## src/rtl/camera_pkg.sv

```systemverilog
// Shared camera-path types: classifier direction codes / steering commands, filter states,
// and the mapping from a direction code to its per-direction tally slot.
package camera_pkg;

  typedef enum logic [2:0] {
    DIR_NONE   = 3'b000,
    DIR_LEFT   = 3'b001,
    DIR_RIGHT  = 3'b010,
    DIR_CENTER = 3'b011,
    DIR_SEARCH = 3'b100
  } dir_t;

  typedef enum logic [1:0] {
    ST_SEARCH  = 2'd0,
    ST_ACQUIRE = 2'd1,
    ST_LOCKED  = 2'd2
  } state_t;

  localparam int NUM_DIRS   = 3;
  localparam int IDX_LEFT   = 0;
  localparam int IDX_RIGHT  = 1;
  localparam int IDX_CENTER = 2;

  // Codes 000 and 1xx map to no slot at all.
  function automatic logic [NUM_DIRS-1:0] dir_onehot(input logic [2:0] code);
    logic [NUM_DIRS-1:0] oh;
    oh = '0;
    case (code)
      DIR_LEFT:   oh[IDX_LEFT]   = 1'b1;
      DIR_RIGHT:  oh[IDX_RIGHT]  = 1'b1;
      DIR_CENTER: oh[IDX_CENTER] = 1'b1;
      default:    oh = '0;
    endcase
    return oh;
  endfunction

endpackage

```

## src/rtl/edge_detect.sv

```systemverilog
// Registers a level once and flags one transition (rising or falling) from the registered copy.
// Latency: flag is high the cycle after the new level is first sampled; no backpressure.
module edge_detect #(
  parameter bit RISING = 1'b1
) (
  input  logic clk,
  input  logic reset_n,
  input  logic sig_i,
  output logic edge_o
);

  logic sig_q;
  logic sig_prev_q;

  always_ff @(posedge clk or negedge reset_n) begin
    if (!reset_n) begin
      sig_q      <= 1'b0;
      sig_prev_q <= 1'b0;
    end else begin
      sig_q      <= sig_i;
      sig_prev_q <= sig_q;
    end
  end

  assign edge_o = RISING ? (sig_q & ~sig_prev_q) : (~sig_q & sig_prev_q);

endmodule

```

## src/rtl/direction_filter.sv

```systemverilog
// Frame-level steering filter: tallies per-line classifier verdicts, votes once per frame, debounces into cmd.
// Latency: outputs update 2 clk after VSYNC is first sampled high; no backpressure (cmd_valid is a pulse).
module direction_filter
  import camera_pkg::*;
#(
  parameter int MIN_LINES      = 8,
  parameter int CONFIRM_FRAMES = 3,
  parameter int LOST_FRAMES    = 5,
  parameter int CNT_W          = 9
) (
  input  logic       clk,
  input  logic       reset_n,
  input  logic       HREF,
  input  logic       VSYNC,
  input  logic       orangeDetected,
  input  logic [2:0] direction,
  output logic [2:0] cmd,
  output logic       cmd_valid,
  output logic       locked
);

  localparam int AGREE_W = $clog2(CONFIRM_FRAMES + 1);
  localparam int MISS_W  = $clog2(LOST_FRAMES + 1);

  localparam logic [CNT_W-1:0]   CNT_MAX    = '1;
  localparam logic [CNT_W-1:0]   CNT_ONE    = CNT_W'(1);
  localparam logic [CNT_W-1:0]   MIN_CNT    = CNT_W'(MIN_LINES);
  localparam logic [AGREE_W-1:0] AGREE_TGT  = AGREE_W'(CONFIRM_FRAMES);
  localparam logic [AGREE_W-1:0] AGREE_ONE  = AGREE_W'(1);
  localparam logic [MISS_W-1:0]  MISS_TGT   = MISS_W'(LOST_FRAMES);
  localparam logic [MISS_W-1:0]  MISS_ONE   = MISS_W'(1);

  logic href_fall;
  logic vs_rise;

  edge_detect #(.RISING(1'b0)) u_href_edge (
    .clk     (clk),
    .reset_n (reset_n),
    .sig_i   (HREF),
    .edge_o  (href_fall)
  );

  edge_detect #(.RISING(1'b1)) u_vsync_edge (
    .clk     (clk),
    .reset_n (reset_n),
    .sig_i   (VSYNC),
    .edge_o  (vs_rise)
  );

  logic [NUM_DIRS-1:0] hit;
  logic [CNT_W-1:0]    tally_q   [NUM_DIRS];
  logic [CNT_W-1:0]    tally_nxt [NUM_DIRS];
  logic [CNT_W-1:0]    tally_d   [NUM_DIRS];

  assign hit = (href_fall && orangeDetected) ? dir_onehot(direction) : '0;

  // tally_nxt already includes a line ending in the same cycle as the frame boundary,
  // so that line is voted with the frame it belongs to.
  always_comb begin
    for (int i = 0; i < NUM_DIRS; i++) begin
      tally_nxt[i] = tally_q[i];
      if (hit[i] && (tally_q[i] != CNT_MAX)) begin
        tally_nxt[i] = tally_q[i] + CNT_ONE;
      end
      tally_d[i] = vs_rise ? '0 : tally_nxt[i];
    end
  end

  always_ff @(posedge clk or negedge reset_n) begin
    if (!reset_n) begin
      for (int i = 0; i < NUM_DIRS; i++) begin
        tally_q[i] <= '0;
      end
    end else begin
      for (int i = 0; i < NUM_DIRS; i++) begin
        tally_q[i] <= tally_d[i];
      end
    end
  end

  dir_t             best_dir;
  logic [CNT_W-1:0] best_cnt;
  dir_t             vote;

  // Strict '>' lets the earlier candidate keep a tie: center, then left, then right.
  always_comb begin
    best_dir = DIR_CENTER;
    best_cnt = tally_nxt[IDX_CENTER];
    if (tally_nxt[IDX_LEFT] > best_cnt) begin
      best_dir = DIR_LEFT;
      best_cnt = tally_nxt[IDX_LEFT];
    end
    if (tally_nxt[IDX_RIGHT] > best_cnt) begin
      best_dir = DIR_RIGHT;
      best_cnt = tally_nxt[IDX_RIGHT];
    end
    vote = (best_cnt >= MIN_CNT) ? best_dir : DIR_NONE;
  end

  state_t               state_q, state_d;
  dir_t                 cand_q, cand_d;
  dir_t                 cmd_q, cmd_d;
  logic [AGREE_W-1:0]   agree_q, agree_d, agree_inc;
  logic [MISS_W-1:0]    miss_q, miss_d, miss_inc;
  logic                 valid_q;

  assign agree_inc = (agree_q >= AGREE_TGT) ? AGREE_TGT : agree_q + AGREE_ONE;
  assign miss_inc  = (miss_q >= MISS_TGT) ? MISS_TGT : miss_q + MISS_ONE;

  always_ff @(posedge clk or negedge reset_n) begin
    if (!reset_n) begin
      state_q <= ST_SEARCH;
      cand_q  <= DIR_NONE;
      cmd_q   <= DIR_NONE;
      agree_q <= '0;
      miss_q  <= '0;
      valid_q <= 1'b0;
    end else begin
      state_q <= state_d;
      cand_q  <= cand_d;
      cmd_q   <= cmd_d;
      agree_q <= agree_d;
      miss_q  <= miss_d;
      valid_q <= vs_rise;
    end
  end

  // cmd only moves on lock entry or on loss of the target; ACQUIRE keeps the old command.
  always_comb begin
    state_d = state_q;
    cand_d  = cand_q;
    cmd_d   = cmd_q;
    agree_d = agree_q;
    miss_d  = miss_q;
    if (vs_rise) begin
      unique case (state_q)
        ST_SEARCH: begin
          if (vote != DIR_NONE) begin
            state_d = ST_ACQUIRE;
            cand_d  = vote;
            agree_d = AGREE_ONE;
          end
        end
        ST_ACQUIRE: begin
          if (vote == DIR_NONE) begin
            state_d = ST_SEARCH;
          end else if (vote == cand_q) begin
            agree_d = agree_inc;
            if (agree_inc >= AGREE_TGT) begin
              state_d = ST_LOCKED;
              cmd_d   = cand_q;
              miss_d  = '0;
            end
          end else begin
            cand_d  = vote;
            agree_d = AGREE_ONE;
          end
        end
        ST_LOCKED: begin
          if (vote == DIR_NONE) begin
            miss_d = miss_inc;
            if (miss_inc >= MISS_TGT) begin
              state_d = ST_SEARCH;
              cmd_d   = DIR_SEARCH;
            end
          end else if (vote == cmd_q) begin
            miss_d = '0;
          end else begin
            state_d = ST_ACQUIRE;
            cand_d  = vote;
            agree_d = AGREE_ONE;
          end
        end
        default: begin
          state_d = ST_SEARCH;
        end
      endcase
    end
  end

  always_comb begin
    cmd       = cmd_q;
    cmd_valid = valid_q;
    locked    = (state_q == ST_LOCKED);
  end

endmodule
```

## config.mk

```make
export PLATFORM = sky130hd
export DESIGN_NAME = direction_filter
export DESIGN_NICKNAME = d
export VERILOG_FILES = /design/src/rtl/camera_pkg.sv /design/src/rtl/edge_detect.sv /design/src/rtl/direction_filter.sv
export SDC_FILE = /design/constraint.sdc
export NUM_CORES = 1
export LEC_CHECK = 0
export BUFFER_PORTS_ARGS = -buffer_cell sky130_fd_sc_hd__clkbuf_2
export CAP_MARGIN = 20
export CELL_PAD_IN_SITES_DETAIL_PLACEMENT = 0
export CELL_PAD_IN_SITES_GLOBAL_PLACEMENT = 1
export CORE_UTILIZATION = 30
export DETAILED_ROUTE_END_ITERATION = 10
export PLACE_DENSITY = 0.6
export RECOVER_POWER = 100
export SYNTH_ARGS = -nofsm -noshare
export SYNTH_HDL_FRONTEND = slang
export SYNTH_SLANG_ARGS = --single-unit
```

## constraint.sdc

```tcl
create_clock -name clk -period 8.75 [get_ports clk]
set_input_delay 1.75 -clock clk [delete_from_list [all_inputs] [get_ports clk]]
set_output_delay 1.75 -clock clk [all_outputs]
set_load 0.1 [all_outputs]
```

# ---- Word level (Yosys, flattened, before mapping)
# Index checks and enable logic that the tools add are counted.
dict set report word_totals {
  reg_bits 45
  out_inout_bits 5
  word_cells 114
}
dict set report classes {
  addsub 5
  order_cmp 7
  n_eq_ne 24
  n_mux 47
  bitwise 4
  n_reduce_logical 14
}
# op count
set op_table {}
lappend op_table {{$mux 9} 8}
lappend op_table {{$mux 3} 19}
lappend op_table {{$add 9x1->9 const B} 3}
lappend op_table {{$ne 9x9->1 const B} 3}
lappend op_table {{$mux 2} 12}
lappend op_table {{$gt 9x9->1} 2}
lappend op_table {{$reduce_and 6->1} 3}
lappend op_table {{$ne 2x2->1 const B} 7}
lappend op_table {{$reduce_and 7->1} 2}
lappend op_table {{$pmux 2 s3} 2}
lappend op_table {{$pmux 3 s2} 2}
lappend op_table {{$ge 9x4->1 const B} 1}
lappend op_table {{$ne 3x3->1 const B} 3}
lappend op_table {{$pmux 3 s3} 1}
lappend op_table {{$eq 3x2->1 const B} 2}
lappend op_table {{$eq 3x3->1} 2}
lappend op_table {{$ge 3x3->1 const B} 2}
lappend op_table {{$reduce_bool 3->1} 2}
lappend op_table {{$ge 2x2->1 const B} 2}
lappend op_table {{$logic_and 1x1->1} 4}
lappend op_table {{$ne 2x1->1 const B} 2}
lappend op_table {{$add 3x1->3 const B} 1}
lappend op_table {{$eq 3x1->1 const B} 1}
lappend op_table {{$logic_not 3->1} 1}
lappend op_table {{10 further kinds} 14}

# ---- Depth between registers and ports, before layout
dict set report logic_depth {
  ltp_word 16
  ltp_mapped 31
}

# ---- Hierarchy
# Synthesis repeated with hierarchy kept, for this count alone.
dict set report hier_totals {
  cells_unflattened 345
  area_unflattened_um2 3145.5
}
# mod instances cells_per_inst area_each_um2
set by_module_without_submodules {}
lappend by_module_without_submodules {direction_filter 1 339 3017.9}
lappend by_module_without_submodules {edge_detect 2 3 63.8}

# ---- Worst setup path after synthesis
# No wires, ideal clock.
dict set report synth_timing {
  path_type {input -> register}
  start {input port direction[2]}
  end {register cmd_q[2] (netlist: cmd[2])}
  setup_ns 0.126
  arrival_ns 7.354
  path_slack_ns 1.270
  cell_stages 23
  n_path_buf 3
  cell_sequence {nand4bb_1 -> buf_2 -> buf_1 -> nor4_1 -> xor2_1 -> ha_1 -> a211o_1 -> a21oi_1 -> a21boi_1 -> nor3_2 -> clkbuf_1 -> o21ai_0 -> ha_1 -> a21o_1 -> a21o_1 -> a221o_1 -> o22ai_1 -> nand3_1 -> mux2_2 -> a21boi_2 -> a41oi_2 -> a211o_1 -> mux2_4}
}
dict set report synth_via {
  elab_chain_len 14
  word_cells_on_any_way 27
}
# item line_no
set synth_lines {}
lappend synth_lines {{start, declared} direction_filter.sv:16} ;# input logic [2:0] direction,
lappend synth_lines {{$eq 3x1->1 / $eq 3x2->1 (equally long branches)} camera_pkg.sv:28} ;# case (code)
lappend synth_lines {{$mux 1} camera_pkg.sv:28}
lappend synth_lines {{$mux 3 (*)} direction_filter.sv:55} ;# assign hit = (href_fall && orangeDetected) ? dir_onehot(direction) : '0;
lappend synth_lines {{$logic_and 1x1->1} direction_filter.sv:62} ;# if (hit[i] && (tally_q[i] != CNT_MAX)) begin
lappend synth_lines {{$mux 9} direction_filter.sv:62}
lappend synth_lines {{$gt 9x9->1} direction_filter.sv:89} ;# if (tally_nxt[IDX_LEFT] > best_cnt) begin
lappend synth_lines {{$mux 9} direction_filter.sv:89}
lappend synth_lines {{$gt 9x9->1} direction_filter.sv:93} ;# if (tally_nxt[IDX_RIGHT] > best_cnt) begin
lappend synth_lines {{$mux 9} direction_filter.sv:93}
lappend synth_lines {{$ge 9x4->1} direction_filter.sv:97} ;# vote = (best_cnt >= MIN_CNT) ? best_dir : DIR_NONE;
lappend synth_lines {{$mux 3 (*)} direction_filter.sv:97}
lappend synth_lines {{$eq 3x3->1 / $logic_not 3->1 (equally long branches)} {direction_filter.sv:147, direction_filter.sv:145, direction_filter.sv:160}}
lappend synth_lines {{$ne 2x2->1 (no line) / $ne 2x1->1 (equally long branches)} n/a}
lappend synth_lines {{$reduce_and 7->1 (no line) (*)} n/a}
lappend synth_lines {{end signal, assigned} direction_filter.sv:121} ;# cmd_q <= cmd_d;
lappend synth_lines {{end, declared} direction_filter.sv:102} ;# dir_t cmd_q, cmd_d;
# Every way passes the cells marked *; elsewhere a longest branch is shown, timed or not.
# A chain may end at the register's enable or synchronous reset.

# ---- Final worst setup path
# Ends and elaborated chain as after synthesis.

==> out/metrics.yaml <==
status:
  outcome: "finished, violations left"
  violations: "capacitance limit, slew limit"
setup_path:
  critical_path_depth: 23
  r2r_slack_ps: 1230
  reg2reg_depth: 26
  cp_data_required_time_ps: 8940
  reg2reg_from: "tally_q[0]"
  arrival_ps: 8150
  crit_family: "compound AO/OA/AOI/OAI gates"
  critPathMaxFanout: 17
  worstSetupPathType: "input pin to flop"
  worstSetupStartpointType: "input pin"
  crit_chain: "clkbuf_2 -> nand4bb_1 -> nor4_1 -> nand3_1 -> xor2_1 -> ha_1 -> o21a_1 -> a21oi_1 -> a21boi_1 -> nor3_2 -> buf_4 -> nand2_1 -> o21ai_0 -> ha_1 -> a21o_1 -> a21o_1 -> a221o_1 -> o22ai_1 -> nor3_1 -> o22ai_2 -> a41oi_2 -> a211o_1 -> mux2_1"
  worst_setup_path_end_kind: "flop"
  r2r_end: "cmd[2]"
  path_buf_inv: 2
  cpMaxStageDelayCell: "nor4_1"
  cpPeakStageDelay_ps: 730
synth:
  synth_xor_area_share_pct: 5.82
  synth_mux_area_share_pct: 4.51
  yosysSeqAreaShare_pct: 34.9
  synth-warning-count: 0
  synth_compound_area_share_pct: 15.0
  synth-simple-area-share_pct: 24.1
  syn-mean-instance-area_um2: 9.05
  synth-adder-area-share_pct: 11.8
  ys_ff_latch: 44
  synth_cell_types: 68
  synth_cells: 349
  synthArstFlopShare_pct: 100
  ys.flop_type: "dfrtp_1"
  synth_top_family_by_area: "simple AND/OR/NAND/NOR gates"
  synth_edf_count: 0
  synth_nets: 386
  netlist_area_um2: 3160
floorplanning:
  dieArea_um2: 10900
  chipHeight_um: 105
  ios: 13
  num_rows: 37
  die_w_um: 105
  start_util_pct: 30.7
  core_um2: 10300
grt:
  grt_pass1_wl_mm: 13.0
  grt_max_degree: 45
  gr-total-overflow: 0
  antenna_found_initial: 0
  grt_util_all_layers_pct: 14.9
  grt_pass1_vias: 2635
sta:
  tightest_slew_ps: 2510
  max_freq_mhz: 126
  fin_skew_ps: 11.9
  maxSlewHeadroom_pct: -67.2
  hold_viol_final: 0
  rsz0062_at_grt: "false"
  finalSetupViolCount: 0
  setup_slack_ps: 792
  tns_ps: 0
  period_share_pct: 90.9
  drv_slew: 45
  period_minus_slack_ps: 7960
layout:
  n_antenna_cell: 0
  final_util_pct: 33.4
  final_nets: 401
  final_common_cell: "dfrtp_1"
  drive_gt1_share_pct: 9.04
  synthToLayoutAreaGrowth_pct: 8.71
  final_cell_mix: "dfrtp_1, nand2_1, nor2_1"
power:
  p_switching_mw: 0.279
  p_sw_share_pct: 42.6
  p_leak_nw: 1.59
  p_seq_share_pct: 39.2
  powerDensity_nw_per_um2: 191
  p_int_mw: 0.377
  pwr-share-comb_pct: 40.1
  peakVddDrop_mv: 0.0839
  power.share.clock_pct: 20.6
clock_tree:
  cts_sinks: 44
  cts_tree: "yes"
  cts_inserted_buffers: 5
  post_cts_buffers: 0
  insertion_delay_ps: 300
  cts_root_buf: "clkbuf_8"
  ctsHoldBuffers: 0
  clkTransAtPathRegs_ps: 90
  cts.path.max_buffers: 2
  cts_htree_levels: 2
  post_cts_resize_count: 0
placed_design:
  place.gp.congestion: 0.779
  dp_hpwl_mm: 5.78
  portBuffers: 12
  post-place-ws_ps: 584
route:
  vias: 2543
  dr_wl_met2_mm: 3.55
  drt_first_pass_iters: 4
  dr.max_layer_used: "met4"
  met3_wirelength_um: 196
  drc: 0
  wl_met1_mm: 3.78
  wl_per_cell_um: 15.2
  avgViaCountPerCell: 5.08
  drt_iter0_markers: 79
  routed_wl_mm: 7.64
  antenna_left: 0
min_path:
  min_from: "u_href_edge.sig_q"
  hold_path.class: "flop to flop"
  min_to: "u_href_edge.sig_prev_q"
  min_delay_path_depth: 0
flow_run:
  drv_cap: 1
-- synthesized netlist by cell type, types with 2 or more instances --
cell / count / area, um2
xnor2_1: 14 / 123
and2_1: 10 / 62.6
dfrtp_1: 44 / 1100
ha_1: 29 / 363
a211oi_1: 2 / 15.0
nand4_1: 6 / 37.5
nor3_1: 9 / 45.0
o221ai_1: 2 / 17.5
buf_2: 2 / 10.0
and4_1: 2 / 17.5
a21oi_2: 3 / 26.3
or3_1: 6 / 37.5
or2_2: 3 / 18.8
clkbuf_1: 5 / 18.8
inv_1: 21 / 78.8
nand2_1: 34 / 128
o31ai_1: 2 / 15.0
o21ai_0: 11 / 55.1
nor4_2: 2 / 25.0
or4_1: 2 / 15.0
nor2_1: 34 / 128
nand3_1: 14 / 70.1
nand2b_1: 2 / 12.5
nand3b_1: 2 / 15.0
a21o_1: 5 / 37.5
nor4_1: 10 / 62.6
xor2_1: 7 / 61.3
mux2_2: 2 / 22.5
a211o_1: 2 / 17.5
nor2b_1: 3 / 18.8
a21oi_1: 13 / 65.1
mux2i_1: 8 / 80.1
o31a_1: 2 / 17.5
a31oi_1: 2 / 12.5
-- flip-flops by register name, indices dropped and copies added (netlist names) --
| register | cells |
|---|---|
| tally_q | 27 |
| cand_q | 2 |
| agree_q | 2 |
| cmd | 3 |
| miss_q | 3 |
| cmd_valid | 1 |
| u_href_edge.sig_prev_q | 1 |
| state_q | 2 |
| u_href_edge.sig_q | 1 |
| u_vsync_edge.sig_q | 1 |
| u_vsync_edge.sig_prev_q | 1 |
-- through the flow --
stage	instance area, um2	cells	hold slack, ps	power, mW
floorplan	3160	349	347	0.480
global placement	3380	493	360	0.535
detailed placement	3380	493	371	0.534
CTS	3480	501	389	0.674
global route	3430	501	412	0.707
finish	3430	501	383	0.656
-- routing by layer --
metal	GRT usage, %	vias up
met5	0	-
met4	4.73	0
met3	2.43	9
met2	24.8	28
met1	19.7	1219
li1	-	1287
-- worst register-to-register path, stage by stage (launching register included) --
cell and delay (ps):
dfrtp_1 410, ha_1 220, nand3_1 170, nor3_1 80, ha_1 180, nand3b_1 290
nor4_1 730, nand3_1 180, xor2_1 350, ha_1 330, o21a_1 170, a21oi_1 370
a21boi_1 180, nor3_2 200, buf_4 230, nand2_1 70, o21ai_0 90, ha_1 270
a21o_1 180, a21o_1 170, a221o_1 350, o22ai_1 490, nor3_1 150, o22ai_2 570
a41oi_2 310, a211o_1 340, mux2_1 320
-- power groups by stage --
| stage | sequential, mW | combinational, mW | clock [mW] |
|---|---|---|---|
| floorplan | 0.296 | 0.184 | 0 |
| global placement | 0.261 | 0.274 | 0 |
| detailed placement | 0.262 | 0.272 | 0 |
| CTS | 0.257 | 0.273 | 0.143 |
| global route | 0.263 | 0.293 | 0.152 |
| finish | 0.258 | 0.263 | 0.136 |
-- cells by family after synthesis --
logic type	after synthesis
AND/OR/NAND/NOR	146
XOR/XNOR	21
AO/OA/AOI/OAI	65
buffers and inverters	30
adder cells (fa/ha/maj)	30
multiplexers	13
flip-flops	44
-- cell type report --
type	instances	area, um2
Clock buffer	6	82.6
Clock inverter	2	10.0
Multi-Input combinational cell	275	1910
Fill cell	1110	6840
Inverter	21	78.8
Sequential cell	44	1100
Timing Repair Buffer	17	80.1
Tap cell	136	170
-- worst max-delay path by stage --
stage          slack [ps]      to    startpoint
2_1_floorplan        1270  cmd[2]  direction[2]
3_3_place_gp          790  cmd[2]  direction[2]
3_5_place_dp          580  cmd[2]  direction[2]
4_1_cts               930  cmd[2]  direction[2]
5_1_grt               240  cmd[2]  direction[2]
6_report              790  cmd[2]  direction[2]
(Power assumes the default switching activity.)
